[src/rtl/llist_mq_fifo_pkg.sv]
// llist_mq_fifo_pkg: shared FSM encoding and default sizing for the linked-list multi-queue fifo
package llist_mq_fifo_pkg;
  typedef enum logic {ST_INIT, ST_RUN} state_e;
  localparam int DWIDTH_DEF = 8;
  localparam int DEPTH_DEF = 16;
  localparam int NQ_DEF = 4;
  localparam int AWIDTH_DEF = $clog2(DEPTH_DEF);
  localparam int QWIDTH_DEF = $clog2(NQ_DEF);
  localparam int CWIDTH_DEF = $clog2(DEPTH_DEF) + 1;
endpackage

[src/rtl/llist_mem.sv]
// llist_mem: register array with one synchronous write port and two asynchronous read ports
//  clk: write clock; we/waddr/wdata: write port; raddr0/rdata0, raddr1/rdata1: combinational reads
module llist_mem #(
  parameter int W = 8,
  parameter int DEPTH = 16,
  parameter int AWIDTH = 4
) (
  input  logic              clk,
  input  logic              we,
  input  logic [AWIDTH-1:0] waddr,
  input  logic [W-1:0]      wdata,
  input  logic [AWIDTH-1:0] raddr0,
  output logic [W-1:0]      rdata0,
  input  logic [AWIDTH-1:0] raddr1,
  output logic [W-1:0]      rdata1
);
  logic [W-1:0] mem_q [DEPTH];
  always_ff @(posedge clk) begin
    if (we) mem_q[waddr] <= wdata;
  end
  assign rdata0 = mem_q[raddr0];
  assign rdata1 = mem_q[raddr1];
endmodule

[src/rtl/llist_mq_fifo.sv]
// llist_mq_fifo: NQ logical fifos sharing one DEPTH-entry pool, linked through a next-pointer array
//  clk/reset: clock, async active-high reset (restarts free-list build)
//  din/push/push_q: push word into queue push_q; pop/pop_q: pop queue pop_q, dout shows its head
//  rdy: per-queue non-empty; not_full: push acceptable now; free_cnt: unallocated entries
//  init_done: free list built; ovf_err/udf_err: sticky rejected push/pop
module llist_mq_fifo
  import llist_mq_fifo_pkg::*;
#(
  parameter int DWIDTH = DWIDTH_DEF,
  parameter int DEPTH = DEPTH_DEF,
  parameter int AWIDTH = AWIDTH_DEF,
  parameter int NQ = NQ_DEF,
  parameter int QWIDTH = QWIDTH_DEF,
  parameter int CWIDTH = CWIDTH_DEF
) (
  input  logic              clk,
  input  logic              reset,
  input  logic [DWIDTH-1:0] din,
  input  logic              push,
  input  logic [QWIDTH-1:0] push_q,
  input  logic              pop,
  input  logic [QWIDTH-1:0] pop_q,
  output logic [DWIDTH-1:0] dout,
  output logic [NQ-1:0]     rdy,
  output logic              not_full,
  output logic [CWIDTH-1:0] free_cnt,
  output logic              init_done,
  output logic              ovf_err,
  output logic              udf_err
);
  state_e state_q, state_d;
  logic [AWIDTH-1:0] init_cnt_q, init_cnt_d;
  logic [AWIDTH-1:0] free_head_q, free_head_d;
  logic [CWIDTH-1:0] free_cnt_q, free_cnt_d;
  logic ovf_q, ovf_d, udf_q, udf_d;
  logic [AWIDTH-1:0] head_q [NQ];
  logic [AWIDTH-1:0] head_d [NQ];
  logic [AWIDTH-1:0] tail_q [NQ];
  logic [AWIDTH-1:0] tail_d [NQ];
  logic [CWIDTH-1:0] qcnt_q [NQ];
  logic [CWIDTH-1:0] qcnt_d [NQ];
  logic nxt_we;
  logic [AWIDTH-1:0] nxt_wa, nxt_wd, nxt_free, nxt_pop;
  logic [AWIDTH-1:0] pop_addr, push_addr;
  logic [DWIDTH-1:0] data_unused;
  logic pop_ok, push_ok, push_restart;
  assign init_done = (state_q == ST_RUN);
  always_comb begin
    for (int q = 0; q < NQ; q++) rdy[q] = (qcnt_q[q] != '0) & init_done;
  end
  assign pop_ok = pop & rdy[pop_q];
  assign not_full = init_done & ((free_cnt_q != '0) | pop_ok);
  assign push_ok = push & not_full;
  assign pop_addr = head_q[pop_q];
  // a same-cycle pop hands its entry straight to the push, bypassing the free list
  assign push_addr = pop_ok ? pop_addr : free_head_q;
  // target queue restarts from scratch when empty, or when its only entry is popped this cycle
  assign push_restart = (qcnt_q[push_q] == '0) |
                        (pop_ok & (pop_q == push_q) & (qcnt_q[push_q] == CWIDTH'(1)));
  assign free_cnt = free_cnt_q;
  assign ovf_err = ovf_q;
  assign udf_err = udf_q;
  llist_mem #(.W(AWIDTH), .DEPTH(DEPTH), .AWIDTH(AWIDTH)) u_nxt (
    .clk(clk), .we(nxt_we), .waddr(nxt_wa), .wdata(nxt_wd),
    .raddr0(free_head_q), .rdata0(nxt_free),
    .raddr1(pop_addr), .rdata1(nxt_pop)
  );
  llist_mem #(.W(DWIDTH), .DEPTH(DEPTH), .AWIDTH(AWIDTH)) u_data (
    .clk(clk), .we(push_ok), .waddr(push_addr), .wdata(din),
    .raddr0(pop_addr), .rdata0(dout),
    .raddr1(free_head_q), .rdata1(data_unused)
  );
  always_comb begin
    state_d = state_q;
    init_cnt_d = init_cnt_q;
    free_head_d = free_head_q;
    free_cnt_d = free_cnt_q;
    ovf_d = ovf_q | (push & init_done & ~not_full);
    udf_d = udf_q | (pop & init_done & ~rdy[pop_q]);
    head_d = head_q;
    tail_d = tail_q;
    qcnt_d = qcnt_q;
    nxt_we = 1'b0;
    nxt_wa = '0;
    nxt_wd = '0;
    if (state_q == ST_INIT) begin
      nxt_we = 1'b1;
      nxt_wa = init_cnt_q;
      nxt_wd = init_cnt_q + 1'b1;
      init_cnt_d = init_cnt_q + 1'b1;
      if (init_cnt_q == AWIDTH'(DEPTH - 1)) begin
        state_d = ST_RUN;
        free_cnt_d = CWIDTH'(DEPTH);
      end
    end
    if (pop_ok & ~push_ok) begin
      free_head_d = pop_addr;
      free_cnt_d = free_cnt_q + 1'b1;
      nxt_we = 1'b1;
      nxt_wa = pop_addr;
      nxt_wd = free_head_q;
    end
    if (push_ok & ~pop_ok) begin
      free_head_d = nxt_free;
      free_cnt_d = free_cnt_q - 1'b1;
    end
    if (pop_ok) begin
      head_d[pop_q] = nxt_pop;
      qcnt_d[pop_q] = qcnt_q[pop_q] - 1'b1;
    end
    if (push_ok) begin
      if (push_restart) head_d[push_q] = push_addr;
      else begin
        nxt_we = 1'b1;
        nxt_wa = tail_q[push_q];
        nxt_wd = push_addr;
      end
      tail_d[push_q] = push_addr;
      qcnt_d[push_q] = qcnt_d[push_q] + 1'b1;
    end
  end
  always_ff @(posedge clk or posedge reset) begin
    if (reset) begin
      state_q <= ST_INIT;
      init_cnt_q <= '0;
      free_head_q <= '0;
      free_cnt_q <= '0;
      ovf_q <= 1'b0;
      udf_q <= 1'b0;
      for (int q = 0; q < NQ; q++) begin
        head_q[q] <= '0;
        tail_q[q] <= '0;
        qcnt_q[q] <= '0;
      end
    end else begin
      state_q <= state_d;
      init_cnt_q <= init_cnt_d;
      free_head_q <= free_head_d;
      free_cnt_q <= free_cnt_d;
      ovf_q <= ovf_d;
      udf_q <= udf_d;
      head_q <= head_d;
      tail_q <= tail_d;
      qcnt_q <= qcnt_d;
    end
  end
endmodule

[config.mk]
export PLATFORM = sky130hd
export DESIGN_NAME = llist_mq_fifo
export DESIGN_NICKNAME = d
export VERILOG_FILES = /design/src/rtl/llist_mq_fifo_pkg.sv /design/src/rtl/llist_mem.sv /design/src/rtl/llist_mq_fifo.sv
export SDC_FILE = /design/constraint.sdc
export NUM_CORES = 1
export LEC_CHECK = 0
export BUFFER_PORTS_ARGS = -buffer_cell sky130_fd_sc_hd__buf_2
export CAP_MARGIN = 25
export CORE_MARGIN = 2
export CORE_UTILIZATION = 27
export DETAILED_ROUTE_END_ITERATION = 12
export RECOVER_POWER = 25
export SLEW_MARGIN = 25
export SYNTH_ARGS = -nofsm -noshare
export SYNTH_HDL_FRONTEND = slang
export SYNTH_SLANG_ARGS = --single-unit
[constraint.sdc]
create_clock -name clk -period 11.15 [get_ports clk]
set_input_delay 1.115 -clock clk [delete_from_list [all_inputs] [get_ports clk]]
set_output_delay 1.115 -clock clk [all_outputs]
set_load 0.1 [all_outputs]
==> reports/metrics.cfg <==
[routing]
viasPerCell=5.01
drt_iter0_markers=494
antenna_left=0
first_pass_iters=5
drc=0
wl_per_cell_um=20.7
vias=7294
finalWirelength_um=30200

[grt]
grt_overflow=0
grtUsageTotal_pct=12.7
grt_pass1_vias=7622
top_usage_layer=met2
antenna_found_initial=1
grt_max_degree=69
grt_pass1_wl_um=46600
gr-usage-met3_pct=1.98
grt_use_met1_pct=16.1
met2_usage_pct=22.5

[timing]
tns_ps=0
fin_crit_sh_pct=47.6
slew_headroom_pct=-148
rsz0062_at_grt=no
hold_violations=0
setup_viol=0
fin_crit_ps=5310
worst_pin_slew_ps=3720
fmaxAchievable_mhz=188
drv_slew=69
fin_skew_ps=14.4

[worst_setup_path]
r2r_setup_slack_ps=6270
cp_num_buf_inv=3
slowest_delay_ps=1080
worstPathRequired_ps=10040
path_class=input pin to primary output
end_kind=primary output
crit_fanout=31
critical-path-top-delay-family=multiplexers
cp_data_arrival_time_ps=4190
cpMaxStageDelayCell=mux4_4
start_kind=input pin
path_cells=buf_2 > mux4_4 > buf_12 > mux4_2 > mux4_2 > buf_2

[floorplan]
die_w_um=219
placementRows=78
dieArea_um2=48100
die_y_um=219
coreArea_um2=45600
initial_core_util_pct=27.5
ios=37

[synthesis]
synth_cell_types=67
synth_mux_area_share_pct=22.6
avgSynthCellArea_um2=15.8
synth-edff-count=192
ys_ff_latch=260
synth-xor-area-share_pct=1.18
synth_area_um2=12500
synth_top_family_by_area=multiplexers
synth_async_sr_flop_share_pct=26.2
yosys.area_share.simple_pct=7.09
synth.yosys.seq_area_share_pct=59.7
synth-compound-area-share_pct=6.15
ys.flop_type=edfxtp_1
synthAdderAreaFrac_pct=0.800
ys.warnings.count=0
syn-instance-count=793
syn_nets=817

[placed_design]
place_inst=1404
portBuffers=36
dp_hpwl_um=19800
place_congestion=0.802
dpl-instance-area_um2=13500

[cts]
clk_pin_slew_worst_paths_ps=60
cts_hold_buf=0
worst_skew_pair.late_latency_ps=550
htreeDepth=1
cts-resized-gates=0
numCtsBuffers=28
root_buffer=clkbuf_16
clk_path_buf_depth=3
tritoncts=built
cts.sinks=260
post_cts_buffers=0

[power_and_ir_drop]
vdd_drop_max_v=0.000311
power_leakage_uw=0.00488
p_per_area_nw_per_um2=283

[cells_and_area]
drive_gt1_share_pct=26.6
final_cell_mix=edfxtp_1 (192), mux4_2 (90), dfrtp_1 (68), mux2i_1 (63), nor2_1 (44)
final_common_cell=edfxtp_1
instances_no_fill=1457
stdcell_area_um2=14300
nets=858
fillerInstances=4460
area_delta_synth_final_pct=14.4
final_util_pct=31.4

[run_status]
status=complete, but fails checks
violations=capacitance limit, slew limit

[flow_run]
cap_violations=1

[min_path]
hp-class=register to register

stage by stage:
step	power (uW)	hold WS, ps	worst slack [ps]
after floorplan	2770	490	6470
final	4060	466	5840
after global routing	4260	489	5720
after CTS	4090	473	5800
after global placement	3180	447	5300
after detailed placement	3210	457	5810
report_power, final:
part           internal [uW]  leakage (uW)  total (uW)  switching, uW
combinational            647       0.00190        1780           1130
sequential              1260       0.00255        1400            141
clock                    503      0.000428         874            371
cells in the mapped netlist (all sizes together) (4+ instances only):
master / n / share of area (%)
a21oi: 39 / 1.6
nor2b: 9 / 0.45
edfxtp: 192 / 46
o21ai: 20 / 0.89
xor2: 5 / 0.35
inv: 16 / 0.48
a22oi: 22 / 1.3
ha: 8 / 0.80
or4b: 4 / 0.44
mux4: 92 / 17
o211ai: 6 / 0.36
nor3: 27 / 1.1
nand2: 29 / 0.87
clkbuf: 26 / 0.80
xnor2: 11 / 0.83
or4: 6 / 0.42
a211oi: 7 / 0.42
dfrtp: 68 / 14
nand3: 9 / 0.36
mux2: 8 / 0.72
buf: 25 / 1.2
mux2i: 66 / 5.3
nand2b: 4 / 0.26
nor2: 45 / 1.4
nor4: 7 / 0.55
a31oi: 4 / 0.20
cells by family after synthesis:
family | Yosys count
multiplexers | 166
XOR/XNOR | 16
buffers and inverters | 68
adder cells (fa/ha/maj) | 8
AO/OA/AOI/OAI | 115
AND/OR/NAND/NOR | 160
flip-flops | 260
registers in the layout (all words and copies together), names as in the netlist:
signal and flops:
u_nxt.mem_q 64, udf_err 1, u_data.mem_q 128, free_head_q 4, qcnt_q 20, init_cnt_q 4
init_done 1, head_q 16, tail_q 16, ovf_err 1, free_cnt 5
area by class of cell:
type,count,area (um2),area share (%)
Timing Repair Buffer,62,374,2.61
Clock inverter,21,153,1.07
Clock buffer,31,712,4.97
Multi-Input combinational cell,465,4800,33.5
Inverter,17,63.8,0.446
Tap cell,600,751,5.24
Antenna cell,1,2.50,0.0175
Sequential cell,260,7470,52.1
worst paths after layout:
kind,start,to,depth (start not counted)
worst max-delay path,pop_q[0],dout[0],6
max in group asynchronous,reset,qcnt_q[6],3
worst min register to register,udf_err,udf_err,1
worst min-delay path,udf_err,udf_err,1
worst max register to register,qcnt_q[16],u_nxt.mem_q[2][2],13
min in group asynchronous,reset,free_cnt[2],3
routing by layer:
layer | wire length (um) | up-vias
met5 | 0 | -
met1 | 12700 | 3797
met3 | 1310 | 38
met4 | 603 | 0
met2 | 15600 | 188
li1 | - | 3271
Power figures use the tool's default switching activity.
